<file path="config.mk">
export PLATFORM = sky130hd
export DESIGN_NAME = if_fetch
export DESIGN_NICKNAME = d
export VERILOG_FILES = /design/src/rtl/if_fetch_pkg.sv /design/src/rtl/fetch_buf.sv /design/src/rtl/if_fetch.sv
export SDC_FILE = /design/constraint.sdc
export NUM_CORES = 1
export LEC_CHECK = 0
export ABC_AREA = 1
export BUFFER_PORTS_ARGS = -buffer_cell sky130_fd_sc_hd__buf_2
export CAP_MARGIN = 30
export CELL_PAD_IN_SITES_DETAIL_PLACEMENT = 1
export CELL_PAD_IN_SITES_GLOBAL_PLACEMENT = 2
export CORE_MARGIN = 5
export CORE_UTILIZATION = 39
export CTS_BUF_LIST = sky130_fd_sc_hd__clkbuf_4
export DETAILED_ROUTE_END_ITERATION = 6
export GPL_ROUTABILITY_DRIVEN = 0
export PLACE_DENSITY = 0.95
export SYNTH_ARGS = -nofsm -noshare
export SYNTH_HDL_FRONTEND = slang
export SYNTH_HIERARCHICAL = 1
export SYNTH_SLANG_ARGS = --single-unit
</file>
<file path="constraint.sdc">
create_clock -name clk -period 12 [get_ports clk]
set_clock_uncertainty 0.15 [all_clocks]
set_input_delay 1.2 -clock clk [delete_from_list [all_inputs] [get_ports clk]]
set_output_delay 1.2 -clock clk [all_outputs]
set_load 0.1 [all_outputs]
</file>
<file path="src/rtl/if_fetch_pkg.sv">
// Shared core defines for the fetch front end: widths, reset defaults and the
// buffered fetch entry format.
package if_fetch_pkg;

    localparam int unsigned INST_W       = 32;
    localparam logic [31:0] PC_INC       = 32'd4;
    localparam logic [31:0] RESET_PC_DEF = 32'h0000_0000;
    localparam logic [31:0] NOP_INST_DEF = 32'h0000_0013;

    typedef struct packed {
        logic [31:0]       pc;
        logic [INST_W-1:0] inst;
    } fetch_entry_t;

    function automatic logic [31:0] align_pc(input logic [31:0] addr);
        return {addr[31:2], 2'b00};
    endfunction

endpackage

</file>
<file path="src/rtl/fetch_buf.sv">
// Two-entry in-order buffer of fetched {pc, inst} pairs; flush empties it and
// takes priority over push and pop.
module fetch_buf
    import if_fetch_pkg::*;
(
    input  logic         clk,
    input  logic         rst,
    input  logic         push_i,
    input  fetch_entry_t push_data_i,
    input  logic         pop_i,
    input  logic         flush_i,
    output logic [1:0]   count_o,
    output fetch_entry_t head_o
);

    fetch_entry_t [1:0] mem_q;
    logic               wr_ptr_q;
    logic               rd_ptr_q;
    logic [1:0]         count_q;

    // When full, a simultaneous pop frees the slot the push lands in.
    always_ff @(posedge clk) begin
        if (rst || flush_i) begin
            wr_ptr_q <= 1'b0;
            rd_ptr_q <= 1'b0;
            count_q  <= 2'd0;
        end else begin
            if (push_i) begin
                mem_q[wr_ptr_q] <= push_data_i;
                wr_ptr_q        <= wr_ptr_q + 1'b1;
            end
            if (pop_i) begin
                rd_ptr_q <= rd_ptr_q + 1'b1;
            end
            count_q <= count_q + {1'b0, push_i} - {1'b0, pop_i};
        end
    end

    assign count_o = count_q;
    assign head_o  = mem_q[rd_ptr_q];

endmodule

</file>
<file path="src/rtl/if_fetch.sv">
// Instruction fetch stage: issues one ROM read per cycle under a credit limit
// so the two-entry buffer cannot overflow; branches flush and redirect.
module if_fetch
    import if_fetch_pkg::*;
#(
    parameter logic [31:0] RESET_PC = RESET_PC_DEF,
    parameter logic [31:0] NOP_INST = NOP_INST_DEF
) (
    input  logic              clk,
    input  logic              rst,
    output logic              rom_ce_o,
    output logic [31:0]       rom_addr_o,
    input  logic [INST_W-1:0] rom_inst_i,
    input  logic              branch_i,
    input  logic [31:0]       branch_target_i,
    input  logic              id_ready_i,
    output logic              inst_valid_o,
    output logic [INST_W-1:0] inst_o,
    output logic [31:0]       pc_o
);

    logic [31:0]  pc_q, pc_d;
    logic         inflight_q, inflight_d;
    logic [31:0]  inflight_pc_q, inflight_pc_d;
    logic [1:0]   count;
    fetch_entry_t head;
    fetch_entry_t push_data;
    logic         pop, push, issue;
    logic [2:0]   credit;

    assign inst_valid_o = ~rst & (count != 2'd0);
    assign pop          = inst_valid_o & id_ready_i & ~branch_i;
    assign push         = inflight_q & ~branch_i & ~rst;

    // Occupancy once this cycle settles, counting the read still in the ROM.
    assign credit = {1'b0, count} + {2'b00, inflight_q} - {2'b00, pop};
    assign issue  = ~rst & ~branch_i & (credit < 3'd2);

    assign rom_ce_o   = issue;
    assign rom_addr_o = rst ? RESET_PC : pc_q;
    assign inst_o     = inst_valid_o ? head.inst : NOP_INST;
    assign pc_o       = inst_valid_o ? head.pc : 32'h0;

    assign push_data.pc   = inflight_pc_q;
    assign push_data.inst = rom_inst_i;

    always_comb begin
        pc_d          = pc_q;
        inflight_d    = 1'b0;
        inflight_pc_d = inflight_pc_q;
        if (branch_i) begin
            pc_d = align_pc(branch_target_i);
        end else if (issue) begin
            pc_d          = pc_q + PC_INC;
            inflight_d    = 1'b1;
            inflight_pc_d = pc_q;
        end
    end

    always_ff @(posedge clk) begin
        if (rst) begin
            pc_q          <= RESET_PC;
            inflight_q    <= 1'b0;
            inflight_pc_q <= RESET_PC;
        end else begin
            pc_q          <= pc_d;
            inflight_q    <= inflight_d;
            inflight_pc_q <= inflight_pc_d;
        end
    end

    fetch_buf u_buf (
        .clk         (clk),
        .rst         (rst),
        .push_i      (push),
        .push_data_i (push_data),
        .pop_i       (pop),
        .flush_i     (branch_i),
        .count_o     (count),
        .head_o      (head)
    );

endmodule

</file>
# Word level (Yosys, flattened, before mapping)
# Cells that the tools add are included.
[word_totals]
regBits = 197
input_bits = 68
[classes]
n_addsub = 7
n_lt_le_gt_ge = 4
mux = 11
bitwise = 10
reduce_logical = 7
[op_table]
columns = ["operator", "count"]
rows = [
  ["64-bit 2-to-1 mux", 3],
  ["32-bit 2-to-1 mux", 5],
  ["128-bit bitwise mux", 1],
  ["64-bit demux with 1-bit select", 1],
  ["32-bit by 3-bit adder with 32-bit output, second input constant", 1],
  ["1-bit AND", 7],
  ["1-bit by 2-bit < comparator with 1-bit output, second input constant", 2],
  ["2-bit AND reduction", 2],
  ["2-bit nonzero test", 2],
  ["2-bit by 1-bit adder with 3-bit output", 1],
  ["3-bit by 2-bit < comparator with 1-bit output, second input constant", 1],
  ["1-bit NOT", 3],
  ["3-bit by 1-bit subtractor with 3-bit output", 1],
  ["1-bit adder, second input constant", 2],
  ["2-bit by 1-bit adder with 2-bit output", 1],
  ["2-bit OR reduction", 1],
  ["2-bit by 1-bit subtractor with 2-bit output", 1],
  ["1-bit greater-or-equal comparator, second input constant", 1],
  ["1-bit logical AND", 1],
  ["1-bit logical OR", 1],
  ["1-bit 2-to-1 mux", 1],
]

# Longest topological paths before layout
# Gate-level depths: netlist of run 1.
[logic_depth]
ltp_word = 9
depth_mapped = 19

# Hierarchy
# The synthesis of run 1 kept the hierarchy.
[by_module_without_submodules]
columns = ["module", "instances", "cells_each", "area_per_inst_um2", "seq_area_each_um2"]
rows = [
  ["fetch_buf", 1, 228, 5026.1, 3923.8],
  ["if_fetch", 1, 671, 3912.5, 1221.2],
]

# Worst setup path before layout of run 1
# OpenSTA, ideal clock, no wires.
[synth_timing]
path_type = "input port to flip-flop"
startpoint = "in rst"
endpoint = "reg u_buf/mem_q[100] (netlist bit), enable pin"
setup_ns = 0.565
arrival_ns = 6.147
required_time_ns = 11.285
path_slack_ns = 5.137
stages = 5
path_buffers = 2
path_cell_list = "buf_6 clkbuf_1 nor2_1 inv_1 nor3_1"
[synth_between]
elab_chain_cells = 3
[synth_rtl]
columns = ["element", "line", "source"]
rows = [
  ["start, declared", "if_fetch.sv:10", "input logic rst,"],
  ["1-bit NOT", "if_fetch.sv:33", "assign push = inflight_q & ~branch_i & ~rst;"],
  ["1-bit AND", "if_fetch.sv:33", ""],
  ["named net push", "if_fetch.sv:28", "logic pop, push, issue;"],
  ["2-bit AND reduction (no source line)", "n/a", ""],
  ["end signal, assigned by index", "fetch_buf.sv:29", "mem_q[wr_ptr_q] <= push_data_i;"],
  ["end, declared", "fetch_buf.sv:16", "fetch_entry_t [1:0] mem_q;"],
]
# The timed path passes the listed nets, and every way through them passes these cells.
# A chain may end at the register's enable or synchronous reset.

# Worst setup path in the final report of run 1
[layout_timing]
startpoint = "in rst"
endpoint = "out rom_ce_o"
[layout_between]
elab_chain_cells = 7
[layout_rtl]
columns = ["element", "line", "source"]
rows = [
  ["1-bit NOT", "if_fetch.sv:31", "assign inst_valid_o = ~rst & (count != 2'd0);"],
  ["1-bit AND", "if_fetch.sv:31", ""],
  ["1-bit AND (2 in series)", "if_fetch.sv:32", "assign pop = inst_valid_o & id_ready_i & ~branch_i;"],
  ["named net pop", "if_fetch.sv:28", ""],
  ["3-bit by 1-bit subtractor with 3-bit output", "if_fetch.sv:36", "assign credit = {1'b0, count} + {2'b00, inflight_q} - {2'b00, pop};"],
  ["3-bit by 2-bit < comparator with 1-bit output", "if_fetch.sv:37", "assign issue = ~rst & ~branch_i & (credit < 3'd2);"],
  ["1-bit AND", "if_fetch.sv:37", ""],
  ["end, declared", "if_fetch.sv:11", "output logic rom_ce_o,"],
]
# The timed path passes the listed nets, and every way through them passes these cells.

==> results.toml, run 1 <==
[status]
status = "completed"

[final_layout]
final_cells = 1350
syn2layout_area_growth_pct = 14.7
fin_area_sq_um = 10200
multiInputGateArea_sq_um = 3050
final_core_util_pct = 45.4
num-fill-cells = 2666
layout-drive-gt1-share_pct = 27.1
final_common_cell = "buf_2"
final-seq-area_sq_um = 5150
nets = 1124
final_cell_mix = "buf_2 (161), nor2_1 (159), inv_1 (139)"

[logic_synthesis]
ys_seq_area_share_pct = 57.6
ys_types = 37
ys_seq_elements = 193
syn_inst = 899
yosys_most_used_dff = "edfxtp_1"
syn_avg_cell_area_sq_um = 9.94
synth_edf_count = 128
yosysWarningCount = 6
synth_area_sq_um = 8940
async_reset_ff_share_pct = 0

[timing]
finalSetupViolCount = 0
maxSlewHeadroom_pct = 39.7
setup_slack_ps = 6440
min_period_ps = 5560
rsz0062_at_grt = "false"
hold_violations = 0
tns_ps = 0
drv_slew = 0
min_period_over_period_pct = 46.3
fmaxAchievable_ghz = 0.180
holdWs_ps = 321
worst_slew_pin_slew_ps = 902

[worst_setup_path]
worstSetupPathType = "in2out"
reg2regPathDepth = 17
critPathMaxStageDelay_ps = 480
start_kind = "primary input"
slowest_stage = "fa_1"
cp.arrival_ps = 4210
cp-end-kind = "output port"
worst_ep_required_time_ps = 10650
reg2reg_to = "pc_q[23]"
regToRegSetupSlack_ps = 7870
rr_startpoint = "u_buf/count_o[1]"
crit_fanout = 64
path_cells = "buf_2 -> buf_4 -> a21oi_1 -> nand2_1 -> nor2_1 -> ha_1 -> inv_1 -> nand2_1 -> fa_1 -> inv_1 -> nor2_4 -> nand2_4 -> inv_2 -> buf_2"

[floorplan]
rows = 55
core_sq_um = 22600
die_area_sq_um = 26000
initial_core_util_pct = 39.6
die-height_um = 161
ios = 166
dieWidth_um = 161

[clocking]
htreeDepth = 4
ctsHoldBuffers = 0
cts_buffers = 17
cts.reportedPaths.clkPinSlew_ps = 140
ctsLongestPathBuffers = 2
cts_tree = "yes"
clock-root-buffer = "clkbuf_4"
post-cts-setup-buffers = 0
cts_resized = 0
clkLatencyLatePin_ps = 560
cts.sinks = 193

[placed_design]
hpwl_um = 15400
placed_area_sq_um = 9950
dp_slack_ps = 6500
portBuffers = 161
dpl.cell_count = 1317

[worst_hold_path]
hp-class = "reg2reg"
min_to = "u_buf/mem_q[46]"
hold_depth = 0
hp-start = "inflight_pc_q[14]"

[detailed_routing]
postRouteAntennaNets = 0
routed_via_density = 4.79
post-route-drc-count = 0
wl_per_cell_um = 16.5
wl_um = 22200
drtIter0Drc = 324
dr.pass1.iters = 4
vias = 6460

[global_routing]
grt_overflow_total = 0
grt_max_degree = 70
antenna_found_initial = 1
grt_pass1_wl_um = 35200
grt.total_usage_pct = 17.0
grt_pass1_vias = 6642

[power]
power_density_nw_per_um2 = 120
vdd_drop_max_mv = 0.0458
p_total_mw = 1.23
power.leakage_nw = 4.56

[flow_run]
max_cap_viol_count = 0
-- worst max-delay path by stage --
stage                     startpoint               end  slack (ps)  cells after the start
after floorplan                  rst  u_buf/mem_q[100]        5140                      5
after global placement           rst          rom_ce_o        6580                     14
after detailed placement         rst          rom_ce_o        6500                     14
after CTS                        rst          rom_ce_o        6410                     14
after global routing             rst          rom_ce_o        6300                     14
final                            rst          rom_ce_o        6440                     14
-- critical path, delay by kind of cell --
family / cells / cell delay, ps
simple gates: 5 / 750
fa+ha+maj: 2 / 780
compound gates: 1 / 370
buf+inv: 6 / 1090
-- layout make-up --
class	count	share of cell area, %
well taps	285	3.48
clock buffers	18	1.32
multi-input cells	528	29.8
repair buffers	167	8.30
flip-flops and latches	193	50.2
diodes	1	0.0244
inverters	144	5.30
clock inverters	14	1.59
-- power breakdown --
group / internal (mW) / switching (mW) / total (mW)
combinational: 0.0293 / 0.0947 / 0.124
sequential: 0.723 / 0.0133 / 0.736
clock: 0.147 / 0.218 / 0.365
-- per-layer routing --
metal | global-route usage (%) | vias to the layer above | wire length (um)
li1 | - | 3218 | -
met5 | 0 | - | 0
met3 | 3.24 | 17 | 970
met2 | 28.4 | 154 | 10400
met1 | 23.0 | 3071 | 10600
met4 | 4.30 | 0 | 234
-- state kept, by name, indices dropped and copies added (netlist names) --
register / flops
u_buf/count_o: 2
u_buf/mem_q: 128
inflight_q: 1
u_buf/wr_ptr_q: 1
u_buf/rd_ptr_q: 1
inflight_pc_q: 30
pc_q: 30
-- Yosys cell counts, drive strengths merged, types with 5 or more instances --
cell type / n / area (sq um)
mux2: 64 / 908
nand4: 8 / 50.1
inv: 144 / 543
nor3: 14 / 70.1
a31oi: 5 / 31.3
edfxtp: 128 / 3840
nand3: 32 / 165
o21ai: 44 / 220
dfxtp: 65 / 1300
buf: 23 / 173
clkbuf: 16 / 60.1
a21oi: 27 / 135
xor2: 5 / 43.8
a211oi: 6 / 45.0
nor2: 169 / 682
nand2: 132 / 510
-- kinds of logic after synthesis --
| kind of cell | synth area share, % |
|---|---|
| DFF | 57.6 |
| buffers and inverters | 8.68 |
| AOI/OAI and AO/OA | 5.36 |
| and+or+nand+nor | 16.8 |
| muxes | 10.2 |
| adders and majority gates | 0.784 |
| xor gates and xnor gates | 0.588 |
| other | 0.0420 |
Note: power is estimated with default switching activity, not from simulation.
==> run 2: changes to the inputs <==
Settings changed: ABC_AREA 1 to 0, CORE_UTILIZATION 39 to 34, PLACE_DENSITY 0.95 to 0.87.
Clock period 12 ns to 5.05 ns, I/O delays scaled along.
==> results.toml, run 2 <==
[clocking]
cts_resized = 0
cts_tree = "yes"
cts_buffers = 17
ctsLongestPathBuffers = 2
clock-root-buffer = "clkbuf_4"
cts.sinks = 193
clkLatencyLatePin_ps = 570
ctsHoldBuffers = 42
cts.reportedPaths.clkPinSlew_ps = 180
post-cts-setup-buffers = 0
htreeDepth = 4

[logic_synthesis]
yosys_most_used_dff = "edfxtp_1"
synth_top_area_share_pct = 44.7
synth_common_cells = "edfxtp_1 (128), nand2_1 (90), and2_1 (65), dfxtp_1 (65), mux2_4 (50)"
synth_area_sq_um = 8600
yosysMostFrequentCell = "edfxtp_1"
syn_avg_cell_area_sq_um = 12.2
ys_types = 56
syn_inst = 707
ys_seq_elements = 193
synth_area_leaders = "edfxtp_1 (45%), dfxtp_1 (15%), mux2_4 (8.7%), and2_1 (4.7%), nand2_1 (3.9%)"
yosysWarningCount = 6
synth_top_area_cell = "edfxtp_1"
synth_edf_count = 128
ys_seq_area_share_pct = 59.8
async_reset_ff_share_pct = 0

[timing]
drv_slew = 0
hold_violations = 0
worst_slew_pin_slew_ps = 956
fmaxAchievable_ghz = 0.232
finalSetupViolCount = 0
min_period_over_period_pct = 85.2
tns_ps = 0
rsz0062_at_grt = "false"
maxSlewHeadroom_pct = 36.2
min_period_ps = 4300

[worst_setup_path]
worstSetupPathType = "reg2out"
cp-end-kind = "output port"
startpoint = "u_buf/count_o[1]"
start_kind = "flop"
worst_ep_required_time_ps = 4390
crit_fanout = 35
rr_startpoint = "u_buf/count_o[1]"
cp.arrival_ps = 3650

[final_layout]
final_cell_mix = "buf_2 (159), edfxtp_1 (128), nand2_1 (90)"
largest_reg_flops = 128
syn2layout_area_growth_pct = 21.3
layout-drive-gt1-share_pct = 30.7
final_common_cell = "buf_2"
nets = 970
regMostFlops = "u_buf/mem_q"
reg.largest.list = "u_buf/mem_q: 128 flops, inflight_pc_q: 30 flops, pc_q: 30 flops"
final_core_util_pct = 41.7
fin_area_sq_um = 10400
final_cells = 1241

[detailed_routing]
dr_wl_met2_um = 10600
routed_via_density = 4.74
highest_layer = "met4"
vias = 5884
postRouteAntennaNets = 0
dr.pass1.iters = 4
post-route-drc-count = 0
drtIter0Drc = 286
route.met3.wl_um = 784
wl_um = 21300
wl_met1_um = 9630
wl_per_cell_um = 17.1

[worst_hold_path]
hp-class = "in2reg"
hp-start = "branch_target_i[19]"

[placed_design]
portBuffers = 161
hpwl_um = 14500
dpl.cell_count = 1165
placed_area_sq_um = 9710

[floorplan]
die-height_um = 169
dieWidth_um = 169
initial_core_util_pct = 34.3
ios = 166
die_area_sq_um = 28600
core_sq_um = 25000
rows = 58

[flow_run]
max_cap_viol_count = 0

[power]
p_total_mw = 2.84
power.leakage_nw = 4.00
power_density_nw_per_um2 = 272
vdd_drop_max_mv = 0.0997

[global_routing]
grt_overflow_total = 0
grt_pass1_wl_um = 33300
grt_max_degree = 76
grt_pass1_vias = 6054
grt.total_usage_pct = 14.8
antenna_found_initial = 1

[status]
status = "completed"
run 2: cell count changes in the layout (fill, tap and decap cells not counted), sizes merged, moves of 37 or more:
cell	before	now
inv	147	22
nor2	169	16
dlygate4sd3	0	43
nand2	132	90
nor2b	0	37
and2	0	65
run 2: metrics by stage:
stage	hold slack [ps]	setup WS, ps
after floorplan	275	776
after global placement	281	924
after detailed placement	288	850
after CTS	0.276	653
after global routing	14.9	447
final	71.9	748
run 2: cells by family after synthesis:
family / share of synthesized area [%]
XOR/XNOR: 1.18
buffers and inverters: 3.46
adder cells (fa/ha/maj): 0.815
AND/OR/NAND/NOR: 17.2
AO/OA/AOI/OAI: 6.52
multiplexers: 10.9
other: 0.0436
flip-flops: 59.8
run 2: per-layer routing:
| metal | GRT usage (%) | vias up |
|---|---|---|
| met1 | 19.2 | 2850 |
| met5 | 0 | - |
| met4 | 3.96 | 0 |
| li1 | - | 2890 |
| met3 | 2.80 | 15 |
| met2 | 25.5 | 129 |
run 2: final timing paths:
check                                        end  slack (ps)  depth (start not counted)
worst max register to register          pc_q[13]        1140                         10
worst max-delay path                    rom_ce_o         750                         11
worst min-delay path                    pc_q[19]          70                          3
worst min register to register  u_buf/mem_q[106]         330                          0
run 2: layout make-up:
cell class / instances / area, sq um
Sequential cell: 193 / 5150
Timing Repair Buffer: 213 / 1330
Inverter: 11 / 41.3
Tap cell: 330 / 413
Clock inverter: 15 / 156
Multi-Input combinational cell: 461 / 3210
Clock buffer: 17 / 128
Antenna cell: 1 / 2.50
Fill cell: 2723 / 14600
run 2: report_power, final:
group          switching [mW]  internal, mW  total, mW
logic                   0.188        0.0921      0.280
registers              0.0373          1.70       1.74
clock network           0.591         0.229      0.821
run 2: critical path, cell delays in order (launching register included):
cell and delay [ps]:
dfxtp_1 400, nor2_1 350, nor2_1 180, ha_1 290, nand2b_1 160, fa_1 380
xnor2_1 230, nand3_2 100, buf_4 230, inv_1 290, buf_12 250, buf_12 200
==> run 3: changes to the inputs <==
Settings changed: ABC_AREA 0 to 1, CORE_UTILIZATION 34 to 33, PLACE_DENSITY 0.87 to unset, PLACE_DENSITY_LB_ADDON set to 0.1.
==> results.toml, run 3 (synthesis results as in run 1) <==
[global_routing]
grt.total_usage_pct = 15.0
grt_pass1_vias = 6642
grt_max_degree = 65
antenna_found_initial = 1
grt_pass1_wl_um = 36300
grt_overflow_total = 0

[floorplan]
die_area_sq_um = 30500
dieWidth_um = 175
die-height_um = 175
rows = 60
initial_core_util_pct = 33.4
core_sq_um = 26800
ios = 166

[clocking]
cts_tree = "yes"
ctsHoldBuffers = 34
clkLatencyLatePin_ps = 550
clock-root-buffer = "clkbuf_4"
ctsLongestPathBuffers = 2
htreeDepth = 4
post-cts-setup-buffers = 0
cts_resized = 0
cts.reportedPaths.clkPinSlew_ps = 170
cts_buffers = 17
cts.sinks = 193

[final_layout]
largest_reg_flops = 128
reg.largest.list = "u_buf/mem_q: 128 flops, inflight_pc_q: 30 flops, pc_q: 30 flops"
nets = 1162
num-fill-cells = 3144
regMostFlops = "u_buf/mem_q"
layout-drive-gt1-share_pct = 26.4
final_common_cell = "buf_2"
final_cell_mix = "buf_2 (160), nor2_1 (159), inv_1 (139)"
syn2layout_area_growth_pct = 19.6

[detailed_routing]
postRouteAntennaNets = 0
dr.pass1.iters = 4
wl_per_cell_um = 15.8
post-route-drc-count = 0
routed_via_density = 4.46
drtIter0Drc = 235
vias = 6444
wl_um = 22800

[timing]
fmaxAchievable_ghz = 0.232
hold_violations = 0
finalSetupViolCount = 0
tns_ps = 0
drv_slew = 0
min_period_over_period_pct = 85.4
rsz0062_at_grt = "false"
worst_slew_pin_slew_ps = 966
setup_slack_ps = 739
maxSlewHeadroom_pct = 35.4
min_period_ps = 4310

[status]
status = "completed"

[flow_run]
max_cap_viol_count = 0

[worst_setup_path]
worstSetupPathType = "reg2out"
cp.arrival_ps = 3660
cp-end-kind = "output port"
startpoint = "u_buf/count_o[1]"
worst_ep_required_time_ps = 4390
start_kind = "flop"
rr_startpoint = "u_buf/count_o[1]"
crit_fanout = 27

[placed_design]
dp_slack_ps = 1020
hpwl_um = 16200
portBuffers = 161

[power]
p_total_mw = 2.83
power_frac_clock_pct = 26.9
power.leakage_nw = 4.72
p_int_mw = 2.03
vdd_drop_max_mv = 0.123
swShare_pct = 28.4
power_frac_comb_pct = 11.3
pwr-share-seq_pct = 61.8
p_sw_uw = 805
power_density_nw_per_um2 = 265

[worst_hold_path]
hp-class = "in2reg"
hp-start = "branch_target_i[3]"
run 3: cell count changes in the layout (fill, tap and decap cells not counted), moves of 22 or more:
cell     before  now
nor2b_1      37    0
inv_1        10  139
a21oi_1      49   27
nand2_1      90  128
nor2_1       15  159
and2_1       65    0
run 3: metrics by stage:
step	util [%]	instance area, sq um	hold WS [ps]	std cells
final	39.9	10700	91.5	1444
after global routing	39.9	10700	43.2	1444
after CTS	39.9	10700	18.8	1443
after detailed placement	37.7	10100	287	1377
after global placement	37.6	10100	281	1376
after floorplan	-	8960	270	904
run 3: worst paths after layout:
| kind | to | slack (ps) | depth (start not counted) |
|---|---|---|---|
| worst min register to register | u_buf/mem_q[119] | 320 | 0 |
| worst min-delay path | pc_q[3] | 90 | 3 |
| worst max register to register | pc_q[8] | 1260 | 17 |
| worst max-delay path | rom_ce_o | 740 | 13 |
run 3: cell type report:
class	instances	area, sq um	area share (%)
flip-flops and latches	193	5150	48.2
multi-input cells	528	3060	28.6
repair buffers	205	1270	11.9
inverters	144	543	5.08
well taps	341	427	3.99
clock buffers	19	143	1.33
clock inverters	13	103	0.960
diodes	1	2.50	0.0234
run 3: power by group through the flow:
stage          clock network (mW)  registers (mW)  logic, mW
2_1_floorplan                   0            1.77      0.222
3_3_place_gp                    0            1.78      0.298
3_5_place_dp                    0            1.79      0.301
4_1_cts                     0.808            1.75      0.324
5_1_grt                     0.872            1.76      0.350
6_report                    0.762            1.75      0.319
run 3: metal layers:
layer,wire length (um),part of all wire (%),GRT usage [%],vias up
li1,-,-,-,3287
met1,11100,49,20.6,3022
met2,10700,47,24.8,126
met3,834,3.7,2.96,9
met4,167,0.73,3.04,0
met5,0,0,0,-
run 3: critical path, stage by stage (launching register included):
cell	delay (ps)
dfxtp_1	470
inv_1	90
a21oi_1	270
nand2_1	80
nor2_1	250
ha_1	290
inv_1	50
nand2_1	60
fa_1	480
inv_1	60
nor2_4	120
nand2_4	190
inv_2	440
buf_12	240
